--- src/rtl/bj_pkg.sv ---
// Shared encodings for the branch/jump controller:
// BJ_CTRL classes and the FUNC3 branch conditions.
package bj_pkg;

  localparam logic [1:0] BJ_NONE   = 2'b00;
  localparam logic [1:0] BJ_BRANCH = 2'b01;
  localparam logic [1:0] BJ_JAL    = 2'b10;
  localparam logic [1:0] BJ_JALR   = 2'b11;

  localparam logic [2:0] F3_BEQ  = 3'b000;
  localparam logic [2:0] F3_BNE  = 3'b001;
  localparam logic [2:0] F3_BLT  = 3'b100;
  localparam logic [2:0] F3_BGE  = 3'b101;
  localparam logic [2:0] F3_BLTU = 3'b110;
  localparam logic [2:0] F3_BGEU = 3'b111;

endpackage

--- src/rtl/branch_cond_eval.sv ---
// Branch condition decode: picks the ALU flag
// named by FUNC3 and applies its polarity.
module branch_cond_eval
  import bj_pkg::*;
(
  input  logic [2:0] FUNC3,
  input  logic       ZERO,
  input  logic       SIGN_BIT,
  input  logic       SLTU_BIT,
  output logic       cond_true
);

  // 010/011 are not branch encodings
  always_comb begin
    cond_true = 1'b0;
    case (FUNC3)
      F3_BEQ:  cond_true = ZERO;
      F3_BNE:  cond_true = !ZERO;
      F3_BLT:  cond_true = SIGN_BIT;
      F3_BGE:  cond_true = !SIGN_BIT;
      F3_BLTU: cond_true = SLTU_BIT;
      F3_BGEU: cond_true = !SLTU_BIT;
      default: cond_true = 1'b0;
    endcase
  end

endmodule

--- src/rtl/bj_controller.sv ---
// Branch/jump controller: target adder, redirect
// decision, and registered flush/target copies.
module bj_controller
  import bj_pkg::*;
#(
  parameter int XLEN = 32
) (
  input  logic            CLK,
  input  logic            RESET,
  input  logic [XLEN-1:0] PC,
  input  logic [XLEN-1:0] IMM,
  input  logic [1:0]      BJ_CTRL,
  input  logic [2:0]      FUNC3,
  input  logic            ZERO,
  input  logic            SIGN_BIT,
  input  logic            SLTU_BIT,
  output logic [XLEN-1:0] B_PC,
  output logic            BRANCH_SEL,
  output logic            FLUSH,
  output logic [XLEN-1:0] TARGET_Q
);

  logic            w_cond;
  logic            w_sel;
  logic [XLEN-1:0] w_target;
  logic            r_flush;
  logic [XLEN-1:0] r_target;

  branch_cond_eval u_cond (
    .FUNC3     (FUNC3),
    .ZERO      (ZERO),
    .SIGN_BIT  (SIGN_BIT),
    .SLTU_BIT  (SLTU_BIT),
    .cond_true (w_cond)
  );

  // carry-out is dropped: target wraps
  assign w_target = PC + IMM;

  always_comb begin
    w_sel = 1'b0;
    case (BJ_CTRL)
      BJ_NONE:   w_sel = 1'b0;
      BJ_BRANCH: w_sel = w_cond;
      BJ_JAL:    w_sel = 1'b1;
      BJ_JALR:   w_sel = 1'b1;
      default:   w_sel = 1'b0;
    endcase
  end

  always_ff @(posedge CLK or posedge RESET) begin
    if (RESET) begin
      r_flush  <= 1'b0;
      r_target <= '0;
    end else begin
      r_flush <= w_sel;
      if (w_sel)
        r_target <= w_target;
    end
  end

  assign B_PC       = w_target;
  assign BRANCH_SEL = w_sel;
  assign FLUSH      = r_flush;
  assign TARGET_Q   = r_target;

endmodule

--- config.mk ---
export PLATFORM = sky130hd
export DESIGN_NAME = bj_controller
export DESIGN_NICKNAME = d
export VERILOG_FILES = /design/src/rtl/bj_pkg.sv /design/src/rtl/branch_cond_eval.sv /design/src/rtl/bj_controller.sv
export SDC_FILE = /design/constraint.sdc
export NUM_CORES = 1
export LEC_CHECK = 0
export ABC_AREA = 1
export BUFFER_PORTS_ARGS = -buffer_cell sky130_fd_sc_hd__buf_2
export CORE_ASPECT_RATIO = 0.7
export CORE_MARGIN = 5
export CORE_UTILIZATION = 40
export CTS_BUF_LIST = sky130_fd_sc_hd__clkbuf_4 sky130_fd_sc_hd__clkbuf_8 sky130_fd_sc_hd__clkbuf_16
export CTS_CLUSTER_DIAMETER = 100
export CTS_CLUSTER_SIZE = 28
export DETAILED_ROUTE_END_ITERATION = 7
export GPL_TIMING_DRIVEN = 0
export PLACE_DENSITY = 0.7
export SYNTH_ARGS = -nofsm -noshare
export SYNTH_HDL_FRONTEND = slang
export SYNTH_HIERARCHICAL = 1
export SYNTH_SLANG_ARGS = --single-unit
--- constraint.sdc ---
create_clock -name CLK -period 2.9 [get_ports CLK]
set_clock_uncertainty 0.2 [all_clocks]
set_input_delay 0.58 -clock CLK [delete_from_list [all_inputs] [get_ports CLK]]
set_output_delay 0.58 -clock CLK [all_outputs]
set_load 0.01 [all_outputs]
==> run metrics, run 1 <==
antenna cells 0; clk root buf clkbuf_16; Worst Tran Pin Value 566 ps; placed cell count 917; Worst EP required 2120 ps; Final Non-Filler Cells 941; residual DRC count 0; post-route setup slack -11.0 ps; Critical-path top delay cell fa_2; Slew Viols, Final 0; CTS clk-pin slew, worst paths 50 ps; CP endpoint kind output pin; dpl hpwl 10,300 um; Synth Register Bits 33; CP Buf/Inv Count 2; Hold WC Path Type input port to asynchronous set/reset pin; I/O Pins 140; post-synthesis mux area share 0; Yosys warning count 6; xor and xnor area share after synthesis 0.0452; clock tree buffer depth 2; initial DRC count 259; largest family of logic cells by synthesized area simple AND/OR/NAND/NOR gates; outcome finished with violations; overall global routing resource usage 0.210; area added between synthesis and finish 48.9%; # port buffers 139; CP arrival 2130 ps; Die Wd 126 um; Netlist cell types 29; simple-gate area share of the yosys netlist 0.465; Top FF cell, synth dfrtp_1; post-synthesis cell count 654; Avg WL per Cell 14.0 um; DR vias 4,482; commonest cells after routing, fill and taps aside nand2_1 (262), buf_2 (137), inv_1 (117); CTS Buf Count 5; pre-CTS WS -354 ps; commonest non-fill, non-tap cell in the layout nand2_1; Final setup viols 2; Vias per Instance 4.76; crit-path max FO 3; post-synth net total 760; grt ovf 0; sequential cell area 826 um^2; Post-synth EDFFs 0; Avg Cell Area, Syn 5.75 um^2; Die Ht 91.1 um; vias in the first global route 4,214; Starting Density 0.413; FILL cells 871; Synth Cell Area 3760 um^2; CTS sink cnt 33; CP Launch Type input port; largest net degree at the start of global routing 34; worst vdd ir 0.000272 V; Routed Antenna Nets 0; layout cell share with drive strength beyond 1 0.367; Synth Area in Compound Gates 0.0319; CTS tree done; final worst path period need 2910 ps; fmax 344 MHz; failing checks negative setup slack; antenna violations before repair 0; Final Hold Viols 0; adder-cell share of the synthesized area 0.108; CP delay by family, top simple AND/OR/NAND/NOR gates; normalized max-slew margin 0.623; hold buffer count at CTS 0; Cell Pwr Density 426 nW/um^2; CP Cell Sequence buf_6 -> ha_4 -> fa_2 -> nand3_2 -> nand3_4 -> nand2_2 -> nand2_2 -> nand2_2 -> nand2_4 -> nand2_4 -> nand2_2 -> nand2_2 -> and2_4 -> buf_6; Tcrit/Tclk final 1.00; gp weighted congestion 0.909; unrepaired setup endpoints after global routing true; TritonRoute pass-1 iters 5; first-pass GRT wire length 20,100 um; critical path class input port to output pin; core area 9110 um^2; multi-input logic area 3120 um^2; DIE AREA 11,500 um^2; Leakage 0.00328 uW; worst skew pair latency 270 ps; sequential fraction of the synthesis area 0.219; most used cell, CP nand2_2; max incr delay on CP 370 ps; fin nets 923; asr flop ratio synth 1.00; row cnt 29; maxcap violations 0; DRT Wirelength 13,100 um; # H-tree levels 2
==> metal layers <==
| metal | vias to the layer above | wire length, um | track usage |
|---|---|---|---|
| li1 | 2272 | - | - |
| met1 | 2047 | 6410 | 0.314 |
| met2 | 147 | 5630 | 0.316 |
| met3 | 16 | 925 | 0.0346 |
| met4 | 0 | 164 | 0.0473 |
| met5 | - | 0 | 0 |
==> worst register-to-register path: cells and delay by family (launching register included) <==
family,cells,cell delay [ps]
flops,1,370
simple gates,1,60
compound gates,1,70
==> power breakdown <==
group / total [uW] / internal, uW / switching [uW]
Combinational: 1260 / 518 / 745
Clock: 516 / 345 / 170
Sequential: 609 / 556 / 53.1
Total: 2390 / 1420 / 968
==> cell usage after synthesis, types with 2 or more instances <==
| cell type | number | share of area |
|---|---|---|
| nand2_1 | 303 | 0.30 |
| inv_1 | 120 | 0.12 |
| nor2_1 | 39 | 0.039 |
| nand3_1 | 35 | 0.047 |
| dfrtp_1 | 33 | 0.22 |
| ha_1 | 31 | 0.10 |
| a21oi_1 | 20 | 0.027 |
| and2_1 | 15 | 0.025 |
| nand2_2 | 12 | 0.020 |
| xor2_1 | 10 | 0.023 |
| clkbuf_1 | 4 | 0.0040 |
| inv_2 | 4 | 0.0040 |
| nand3b_1 | 4 | 0.0080 |
| xor2_2 | 4 | 0.017 |
| nor3_1 | 3 | 0.0040 |
| nand3_2 | 2 | 0.0053 |
| nor3_2 | 2 | 0.0053 |
| xnor2_1 | 2 | 0.0047 |
==> cells by family (layout without fill, tap and decap cells) <==
group                    Yosys count  count (layout)
XOR/XNOR                          16              16
flip-flops                        33              33
AO/OA/AOI/OAI                     23              23
buffers and inverters            130             293
adder cells (fa/ha/maj)           32              32
AND/OR/NAND/NOR                  420             420
==> state kept, by name, summed over array words and instances (netlist names) <==
signal and flops:
FLUSH 1, TARGET_Q 32
==> worst paths after layout <==
path	start	endpoint	slack, ps	depth (start not counted)
worst max-delay path	PC[0]	B_PC[24]	-10	14
worst min-delay path	RESET	TARGET_Q[6]	40	2
worst max register to register	TARGET_Q[10]	TARGET_Q[10]	2060	2
worst min register to register	TARGET_Q[30]	TARGET_Q[30]	270	2
max in group asynchronous	RESET	TARGET_Q[28]	2050	3
min in group CLK	TARGET_Q[30]	TARGET_Q[30]	270	2
==> final cells by class <==
class	instances	area share
inverter	124	0.0831
sequential	33	0.147
tap	124	0.0277
multi-input combinational	491	0.557
buffer	5	0.00357
timing repair buffer	157	0.155
clock buffer	7	0.0261
==> through the flow <==
step	setup TNS [ps]	utilization	power, uW	hold WS [ps]	cell area [um^2]
floorplan	0	-	1230	316	3760
global placement	-2460	0.507	1630	260	4610
detailed placement	-2850	0.507	1640	263	4610
CTS	-207	0.557	2240	276	5070
global route	-581	0.615	2550	67.9	5600
finish	-18.9	0.615	2390	36.9	5600
==> timing repair <==
item                                    4_1_cts  5_1_grt
pin swaps                                     5       19
endpoints found under the setup margin       20       21
setup buffers                                11        6
resized for setup                            50      101
cloned                                        0        0
(Power assumes the default switching activity.)
==> run 2: changes to the inputs <==
CORE_ASPECT_RATIO = 1.4   (was 0.7)
CTS_BUF_LIST = sky130_fd_sc_hd__clkbuf_8 sky130_fd_sc_hd__clkbuf_16   (was sky130_fd_sc_hd__clkbuf_4 sky130_fd_sc_hd__clkbuf_8 sky130_fd_sc_hd__clkbuf_16)
CTS_CLUSTER_DIAMETER = unset   (was 100)
==> run 2 against run 1 <==
The run now ends clean. Clock power is 6.8% lower. Worst hold slack better by 23 ps. Critical path depth is 2 lower. Combinational power hardly changed. Total power is 2.4% lower. First-iteration DRC count is 42% lower. Fmax is 0.56% higher. Wire length is 5.5% lower. Clock-buffer cell count is 2 lower. Sequential share of layout area is 0.18 points higher. Via count is 3.3% lower. Die area hardly changed. Highest routed layer unchanged.
==> run metrics, run 2 (same netlist as run 1, synthesis figures left out) <==
Final setup viols 0; max reg flops 32; layout cell share with drive strength beyond 1 0.371; clk root buf clkbuf_16; hold buffer count at CTS 0; I/O Pins 140; outcome finished, final reports clean; overall global routing resource usage 0.202; area added between synthesis and finish 47.1%; unrepaired setup endpoints after global routing true; commonest cells after routing, fill and taps aside nand2_1 (266), buf_2 (137), inv_1 (118); Avg WL per Cell 13.5 um; # H-tree levels 2; Starting Density 0.402; CP arrival 2110 ps; fin nets 918; DIE AREA 11,500 um^2; crit-path max FO 3; fmax 345 MHz; Tcrit/Tclk final 0.998; CTS Buf Count 5; post-route cell area 5530 um^2; normalized max-slew margin 0.641; Vias per Instance 4.70; Cell Pwr Density 421 nW/um^2; DRT Wirelength 12,400 um; CTS tree done; Final Hold Viols 0; FILL cells 956; core area 9350 um^2; row cnt 42; Die Wd 92.0 um; FF-to-FF path depth 2; TritonRoute pass-1 iters 4; Die Ht 125 um; residual DRC count 0; grt ovf 0; initial DRC count 149; vias in the first global route 4,206; commonest non-fill, non-tap cell in the layout nand2_1; reg-to-reg slack, setup 2070 ps; Worst Tran Pin Value 539 ps; DR vias 4,332; post-route setup slack 5.13 ps; worst vdd ir 0.000294 V; CP endpoint kind output pin; gp weighted congestion 0.928; largest net degree at the start of global routing 34; maxcap violations 0; CP Launch Type input port; Hold WC Path Type input port to asynchronous set/reset pin; final worst path period need 2890 ps; Worst EP required 2120 ps; CTS sink cnt 33; CTS clk-pin slew, worst paths 50 ps; first-pass GRT wire length 19,100 um; critical path class input port to output pin; clock tree buffer depth 2; Routed Antenna Nets 0; antenna violations before repair 0; Slew Viols, Final 0; worst skew pair latency 270 ps; dpl hpwl 9690 um; pre-CTS WS -332 ps; antenna cells 0; Area after DPL 4600 um^2; # port buffers 139; Leakage 0.00324 uW
==> run 2: cell types whose count changed in the layout (fill, tap and decap cells not counted), moves of 2 or more <==
cell     change
a21oi_1      -4
nand2_1      +4
xor2_1       -2
and2_1       -5
a21oi_2      +4
nor2_4       -2
nand2_4      -5
nor2_2       +3
and2_4       +5
buf_4        -5
==> run 2: path summary, 6_finish.rpt <==
check | startpoint | end
setup reg to reg | TARGET_Q[10] | TARGET_Q[10]
hold / removal | RESET | TARGET_Q[10]
min in group CLK | TARGET_Q[15] | TARGET_Q[15]
max in group asynchronous | RESET | TARGET_Q[29]
setup / recovery | IMM[0] | B_PC[28]
hold reg to reg | TARGET_Q[15] | TARGET_Q[15]
==> run 2: power breakdown <==
part           internal, uW  switching, uW  total [uW]
combinational           521            725        1250
clock                   306            175         481
sequential              555           48.1         603
==> run 2: layout make-up <==
cell class / count / area, um^2 / area share
Timing Repair Buffer: 152 / 832 / 0.150
Sequential cell: 33 / 826 / 0.149
Clock buffer: 5 / 125 / 0.0226
Buffer: 5 / 20.0 / 0.00362
Multi-Input combinational cell: 491 / 3120 / 0.564
Inverter: 124 / 465 / 0.0841
Clock inverter: 1 / 5.00 / 0.000905
Tap cell: 110 / 138 / 0.0249
==> run 2: metal layers <==
layer  share of wire  GRT usage  wire, um  vias to the layer above
met4           0.018     0.0534       226                        0
met1            0.39      0.221      4790                     1940
met3           0.053     0.0344       654                       12
met5               0          0         0                        -
met2            0.54      0.391      6750                      120
li1                -          -         -                     2260
==> run 2: worst max-delay path, stage by stage <==
cell	delay, ps
buf_6	100
ha_4	160
fa_2	370
nand3_2	120
nand3_4	90
nand3_2	90
nand3b_4	120
nand2_2	100
nand2_1	60
nand2_1	80
and2_1	120
buf_2	120
==> run 2: stage by stage <==
stage          setup TNS, ps  cells  total power [uW]   util  hold slack, ps
2_1_floorplan              0    654              1230      -             316
3_3_place_gp           -2600    903              1630  0.491             259
3_5_place_dp           -2580    903              1640  0.491             260
4_1_cts                 -291    913              2170  0.527             274
5_1_grt                 -382    921              2500  0.591            73.3
6_report                   0    921              2330  0.591            60.1
==> run 2: what timing repair did <==
action	CTS	global route
endpoints found under the setup margin	21	23
resized for setup	34	115
pin swaps	4	16
buffers inserted	4	8
gates cloned	0	0
